$ cat config.mk
export PLATFORM = sky130hd
export DESIGN_NAME = hazard_unit
export DESIGN_NICKNAME = d
export VERILOG_FILES = /design/src/rtl/hazard_unit_pkg.sv /design/src/rtl/hazard_unit_muldiv_sequencer.sv /design/src/rtl/hazard_unit.sv
export SDC_FILE = /design/constraint.sdc
export NUM_CORES = 1
export LEC_CHECK = 0
export CAP_MARGIN = 30
export CORE_MARGIN = 8
export CORE_UTILIZATION = 45
export CTS_CLUSTER_DIAMETER = 100
export CTS_CLUSTER_SIZE = 12
export DETAILED_ROUTE_END_ITERATION = 8
export GPL_TIMING_DRIVEN = 0
export PLACE_DENSITY = 0.8
export SYNTH_ARGS = -nofsm -noshare
export SYNTH_HDL_FRONTEND = slang
export SYNTH_SLANG_ARGS = --single-unit
$ cat constraint.sdc
create_clock -name clk -period 2.21 [get_ports clk]
set_input_delay 0.221 -clock clk [delete_from_list [all_inputs] [get_ports clk]]
set_output_delay 0.221 -clock clk [all_outputs]
set_load 0.005 [all_outputs]
$ cat src/rtl/hazard_unit_pkg.sv
// -----------------------------------------------------------------------------
// hazard_unit_pkg
// Types and constants shared by the pipeline hazard logic:
//   md_state_e        mult/div sequencer state encoding
//   DEFAULT_MULT_LAT  default multiply occupancy in EX cycles
//   DEFAULT_DIV_LAT   default divide occupancy in EX cycles
//   MD_CNT_W          width of the sequencer latency counter (holds up to 61)
//   STALL_CNT_MAX     saturation value of the stall counter
//   reg_match()       register dependency test that never fires for $zero
// -----------------------------------------------------------------------------
package hazard_unit_pkg;

    typedef enum logic [1:0] {
        MD_IDLE = 2'b00,
        MD_BUSY = 2'b01,
        MD_DONE = 2'b10
    } md_state_e;

    localparam int DEFAULT_MULT_LAT = 4;
    localparam int DEFAULT_DIV_LAT  = 32;
    localparam int MD_CNT_W         = 6;

    localparam logic [15:0] STALL_CNT_MAX = 16'hFFFF;

    // A source depends on a destination only when both name the same
    // register and that register is not $zero, which is hardwired to 0.
    function automatic logic reg_match(input logic [4:0] src, input logic [4:0] dst);
        return (src != 5'd0) && (src == dst);
    endfunction

endpackage

$ cat src/rtl/hazard_unit_muldiv_sequencer.sv
// -----------------------------------------------------------------------------
// muldiv_sequencer
// Tracks occupancy of the iterative multiply/divide unit. A start pulse from
// EX launches an operation; the unit reports busy while it iterates and then
// raises done for exactly one cycle, the cycle in which HI/LO are written.
// Start-to-done latency is MULT_LAT or DIV_LAT cycles, counting the start
// cycle as cycle 1. Legal latencies are 2..63.
//
// Ports
//   clk       in   rising-edge clock
//   rst_n     in   asynchronous active-low reset (returns to IDLE, no done)
//   start_i   in   start pulse for an operation in EX
//   is_div_i  in   1 = divide, 0 = multiply (qualifies start_i)
//   busy_o    out  state == BUSY (registered decode)
//   done_o    out  state == DONE (registered decode)
//   idle_o    out  state == IDLE (registered decode)
// -----------------------------------------------------------------------------
module muldiv_sequencer
    import hazard_unit_pkg::*;
#(
    parameter int MULT_LAT = DEFAULT_MULT_LAT,
    parameter int DIV_LAT  = DEFAULT_DIV_LAT
) (
    input  logic clk,
    input  logic rst_n,
    input  logic start_i,
    input  logic is_div_i,
    output logic busy_o,
    output logic done_o,
    output logic idle_o
);

    // The counter holds the number of BUSY cycles still to run, including
    // the current one. Start and done cycles are not BUSY cycles, so an
    // operation of latency L spends L-2 cycles in BUSY.
    localparam logic [MD_CNT_W-1:0] MULT_LOAD = MD_CNT_W'(MULT_LAT - 2);
    localparam logic [MD_CNT_W-1:0] DIV_LOAD  = MD_CNT_W'(DIV_LAT - 2);

    md_state_e             state_q, state_d;
    logic [MD_CNT_W-1:0]   cnt_q, cnt_d;
    logic [MD_CNT_W-1:0]   load_val;

    assign load_val = is_div_i ? DIV_LOAD : MULT_LOAD;

    always_ff @(posedge clk or negedge rst_n) begin
        if (!rst_n) begin
            state_q <= MD_IDLE;
            cnt_q   <= '0;
        end else begin
            state_q <= state_d;
            cnt_q   <= cnt_d;
        end
    end

    always_comb begin
        state_d = state_q;
        cnt_d   = cnt_q;
        case (state_q)
            // DONE accepts a new start exactly like IDLE so that back-to-back
            // operations lose no cycle.
            MD_IDLE, MD_DONE: begin
                if (start_i) begin
                    cnt_d   = load_val;
                    // A latency of 2 has no BUSY cycles at all.
                    state_d = (load_val == '0) ? MD_DONE : MD_BUSY;
                end else begin
                    cnt_d   = '0;
                    state_d = MD_IDLE;
                end
            end
            // start_i is ignored here; the ID-stage stall keeps a second
            // operation from reaching EX while the unit is occupied.
            MD_BUSY: begin
                cnt_d = cnt_q - 1'b1;
                if (cnt_q <= MD_CNT_W'(1)) begin
                    state_d = MD_DONE;
                end
            end
            default: begin
                state_d = MD_IDLE;
                cnt_d   = '0;
            end
        endcase
    end

    assign busy_o = (state_q == MD_BUSY);
    assign done_o = (state_q == MD_DONE);
    assign idle_o = (state_q == MD_IDLE);

endmodule

$ cat src/rtl/hazard_unit.sv
// -----------------------------------------------------------------------------
// hazard_unit
// Stall/flush control for a 5-stage MIPS-style pipeline with ID-stage branch
// resolution and an iterative multiply/divide unit.
//
// Ports
//   clk             in   rising-edge clock
//   rst_n           in   asynchronous active-low reset
//   Rs_ID, Rt_ID    in   [4:0] source registers of the instruction in ID
//   writereg_EX     in   [4:0] destination register in EX
//   writereg_M      in   [4:0] destination register in MEM
//   RegWrite_EX     in   EX instruction writes the register file
//   MemtoReg_EX     in   EX instruction is a load
//   MemtoReg_M      in   MEM instruction is a load
//   Branch_ID       in   ID holds a register-compare branch
//   PCSrc_ID        in   branch resolved taken in ID
//   MulDivUse_ID    in   ID holds mult/div/mfhi/mflo
//   MulDivStart_EX  in   mult/div start pulse in EX
//   MulDivIsDiv_EX  in   1 = the starting operation is a divide
//   StallF, StallD  out  hold PC and IF/ID register
//   FlushD, FlushE  out  clear IF/ID and ID/EX registers
//   MulDivBusy      out  mult/div unit occupied
//   MulDivDone      out  one-cycle pulse, write HI/LO this cycle
//   stall_count     out  [15:0] saturating count of stalled cycles
// -----------------------------------------------------------------------------
module hazard_unit
    import hazard_unit_pkg::*;
#(
    parameter int MULT_LAT = DEFAULT_MULT_LAT,
    parameter int DIV_LAT  = DEFAULT_DIV_LAT
) (
    input  logic        clk,
    input  logic        rst_n,
    input  logic [4:0]  Rs_ID,
    input  logic [4:0]  Rt_ID,
    input  logic [4:0]  writereg_EX,
    input  logic [4:0]  writereg_M,
    input  logic        RegWrite_EX,
    input  logic        MemtoReg_EX,
    input  logic        MemtoReg_M,
    input  logic        Branch_ID,
    input  logic        PCSrc_ID,
    input  logic        MulDivUse_ID,
    input  logic        MulDivStart_EX,
    input  logic        MulDivIsDiv_EX,
    output logic        StallF,
    output logic        StallD,
    output logic        FlushD,
    output logic        FlushE,
    output logic        MulDivBusy,
    output logic        MulDivDone,
    output logic [15:0] stall_count
);

    logic        md_idle;
    logic        lwstall;
    logic        branchstall;
    logic        mdstall;
    logic        stall;
    logic [15:0] stall_cnt_q, stall_cnt_d;

    muldiv_sequencer #(
        .MULT_LAT (MULT_LAT),
        .DIV_LAT  (DIV_LAT)
    ) u_muldiv_sequencer (
        .clk      (clk),
        .rst_n    (rst_n),
        .start_i  (MulDivStart_EX),
        .is_div_i (MulDivIsDiv_EX),
        .busy_o   (MulDivBusy),
        .done_o   (MulDivDone),
        .idle_o   (md_idle)
    );

    // Load-use: the load in EX has no data until after MEM, so the consumer
    // in ID must wait one cycle.
    assign lwstall = MemtoReg_EX &&
                     (reg_match(Rs_ID, writereg_EX) || reg_match(Rt_ID, writereg_EX));

    // Branches compare in ID, so any ALU result still in EX, or load data
    // still in MEM, is not yet forwardable to the comparator.
    assign branchstall = Branch_ID && (
                         (RegWrite_EX && (reg_match(Rs_ID, writereg_EX) ||
                                          reg_match(Rt_ID, writereg_EX))) ||
                         (MemtoReg_M  && (reg_match(Rs_ID, writereg_M) ||
                                          reg_match(Rt_ID, writereg_M))));

    // A mult/div/mfhi/mflo in ID waits while the unit is occupied, including
    // the cycle an operation is starting in EX (the sequencer is still IDLE
    // then) and the DONE cycle in which HI/LO are being written.
    assign mdstall = MulDivUse_ID && (!md_idle || MulDivStart_EX);

    assign stall  = lwstall || branchstall || mdstall;
    assign StallF = stall;
    assign StallD = stall;
    assign FlushE = stall;
    // A taken branch squashes the fetched instruction only once the branch
    // itself actually leaves ID.
    assign FlushD = PCSrc_ID && !stall;

    always_comb begin
        stall_cnt_d = stall_cnt_q;
        if (stall && (stall_cnt_q != STALL_CNT_MAX)) begin
            stall_cnt_d = stall_cnt_q + 16'd1;
        end
    end

    always_ff @(posedge clk or negedge rst_n) begin
        if (!rst_n) begin
            stall_cnt_q <= '0;
        end else begin
            stall_cnt_q <= stall_cnt_d;
        end
    end

    assign stall_count = stall_cnt_q;

endmodule

==> impl_metrics.json <==
{
  "status": "finished, final reports clean",
  "grt-ovfl-total": 0,
  "clock-root-buffer": "clkbuf_4",
  "seq_area_frac_synth": 0.402,
  "drive_gt1_frac": 0.146,
  "worst_path_largest_cell_delay_ns": 0.54,
  "ys_top_cells_by_area": "dfrtp_1, xor2_1, xnor2_1",
  "clk_pin_slew_worst_paths_ns": 0.13,
  "antenna_found_initial": 0,
  "final_max_slew_viol_count": 0,
  "cp-end-kind": "primary output",
  "period_share": 0.940,
  "die_area_sq_um": 5420,
  "io_pins": 52,
  "reg2reg_depth": 8,
  "syn_area_sq_um": 1490,
  "drv_cap": 0,
  "post-route-min-period_ns": 2.08,
  "start_util": 0.459,
  "r2r_end": "stall_count[11]",
  "diodes": 0,
  "first_global_vias": 1439,
  "arrival_ns": 1.86,
  "tightest_slew_ns": 0.584,
  "place_inst": 251,
  "syn_nets": 186,
  "ys_top_cells_by_count": "xor2_1, dfrtp_1, nor2_1, xnor2_1",
  "clk_latency_ns": 0.31,
  "dr.pass1.iters": 4,
  "synth_seq_cells": 24,
  "layout.cells.non_filler": 258,
  "skew_ns": 0.00408,
  "nNetsFinal": 246,
  "crit_slowest_cell": "or4_4",
  "synth_edf_count": 0,
  "multi_input_area_sq_um": 896,
  "clock_path_buffers": 2,
  "r2r_start": "stall_count[6]",
  "critPathRequiredTime_ns": 1.99,
  "power.density_nw_per_um2": 857,
  "grt_pass1_wl_microns": 6670,
  "fmax_mhz": 481,
  "rows": 21,
  "p_leak_nw": 0.987,
  "holdCritPathClass": "primary input to asynchronous set/reset pin",
  "grt_max_degree": 15,
  "die-height_microns": 73.6,
  "yosysWarnings": 0,
  "path_class": "primary input to primary output",
  "grt_use_total": 0.157,
  "crit_buf_inv": 5,
  "synthDistinctLibCells": 33,
  "cp_max_fo": 4,
  "synth_cells": 153,
  "async_reset_ff_frac": 1.00,
  "cts_tree": "yes",
  "synth-main-ff-cell": "dfrtp_1",
  "cts.sinks": 24,
  "drc_errors": 0,
  "grt_setup_unrepaired": "yes",
  "core_sq_um": 3260,
  "synthMostInstantiatedCell": "xor2_1",
  "ff2ff_setup_slack_ns": 0.15,
  "totalNegativeSetupSlack_ns": 0,
  "ir_worst_vdd_uv": 600,
  "fillers": 286,
  "finalHoldViolations": 0,
  "finalPower_mw": 1.87,
  "cts.htree.levels": 1,
  "vias_per_cell": 5.19,
  "die_x_microns": 73.6,
  "gp_congestion": 0.931,
  "setup_viol": 0,
  "drtIter0Drc": 33,
  "seq_area_sq_um": 601,
  "area_delta_synth_final_pct": 45.7,
  "cp_top_family": "simple AND/OR/NAND/NOR gates",
  "avgSynthCellArea_sq_um": 9.76,
  "path_cells": "buf_2, or4_4, nor2_4, buf_6, nor3_2, a21oi_2, o211a_4, inv_2, buf_4, clkdlybuf4s15_1",
  "num_vias": 1338,
  "routedWlPerCell_microns": 16.0,
  "io_buffers": 51,
  "crit_path_start_kind": "primary input",
  "fin_ws_ns": 0.133,
  "yosysTopAreaCell": "dfrtp_1",
  "cts-buffers-inserted": 3,
  "finalWirelength_microns": 4140,
  "postRouteAntennaNets": 0,
  "relSlewSlack": 0.609,
  "synth_top_cell_area_share": 0.402,
  "place_ws_ns": -0.788,
  "place_hpwl_microns": 3100
}
[metal layers]
metal | up-vias | routed length [microns] | global-route usage
met5 | - | 0 | 0
met4 | 0 | 36 | 0.0488
li1 | 644 | - | -
met1 | 633 | 1730 | 0.174
met3 | 4 | 452 | 0.0600
met2 | 57 | 1910 | 0.267
[cell usage in the layout (no fill, tap or decap), types with 4 or more instances in the layout]
| cell | count |
|---|---|
| buf_2 | 4 |
| nand4_1 | 5 |
| inv_1 | 4 |
| dlygate4sd2_1 | 8 |
| nor2_1 | 13 |
| nand3_1 | 8 |
| xor2_1 | 25 |
| nor3_1 | 7 |
| buf_4 | 5 |
| and3_1 | 5 |
| nand2_1 | 5 |
| o21ai_0 | 5 |
| clkdlybuf4s50_1 | 31 |
| dfrtp_1 | 24 |
| xnor2_1 | 12 |
[what timing repair did]
item	4_1_cts	5_1_grt
setup buffers	3	1
hold buffers	0	0
pin swaps	9	12
setup endpoints to repair	4	7
resized for setup	34	17
[cell families after synthesis]
kind of cell    synth area share
buf+inv                   0.0360
compound gates            0.0394
fa+ha+maj                 0.0251
flops                      0.402
xor+xnor                   0.217
mux                       0.0268
simple gates               0.254
[power by group]
group	total, mW	internal, mW	switching (mW)	leakage, nW
Clock	0.313	0.183	0.130	0.0279
Sequential	0.728	0.578	0.151	0.301
Combinational	0.825	0.464	0.360	0.658
Total	1.87	1.23	0.641	0.987
[state kept, by name, indices dropped and copies added (netlist names)]
signal / count
stall_count: 16
u_muldiv_sequencer.cnt_q: 6
u_muldiv_sequencer.state_q: 2
[through the flow]
step,hold WS [ns],area (sq um),util
after floorplan,-0.0746,1490,-
after global placement,0.474,2060,0.633
after detailed placement,0.488,2080,0.637
after CTS,0.268,2140,0.657
after global routing,0.268,2180,0.668
final,0.261,2180,0.668
[worst max-delay path by stage]
stage | from | end | slack (ns) | cells past startpoint
after detailed placement | Rs_ID[1] | StallD | -0.79 | 10
final | Rs_ID[2] | StallF | 0.13 | 10
after global placement | Rs_ID[1] | StallF | -0.72 | 10
after floorplan | Rs_ID[1] | StallD | 0.37 | 8
after CTS | Rs_ID[4] | StallD | 0.002 | 10
after global routing | stall_count[6] | stall_count[11] | -0.02 | 8
[cell type report]
class	count	share of cell area
inverter	5	0.00862
clock buffer	3	0.0103
timing repair buffer	56	0.243
multi-input combinational	119	0.411
buffer	4	0.0109
sequential	24	0.276
clock inverter	1	0.0138
tap	46	0.0264
Power figures use the tool's default switching activity.
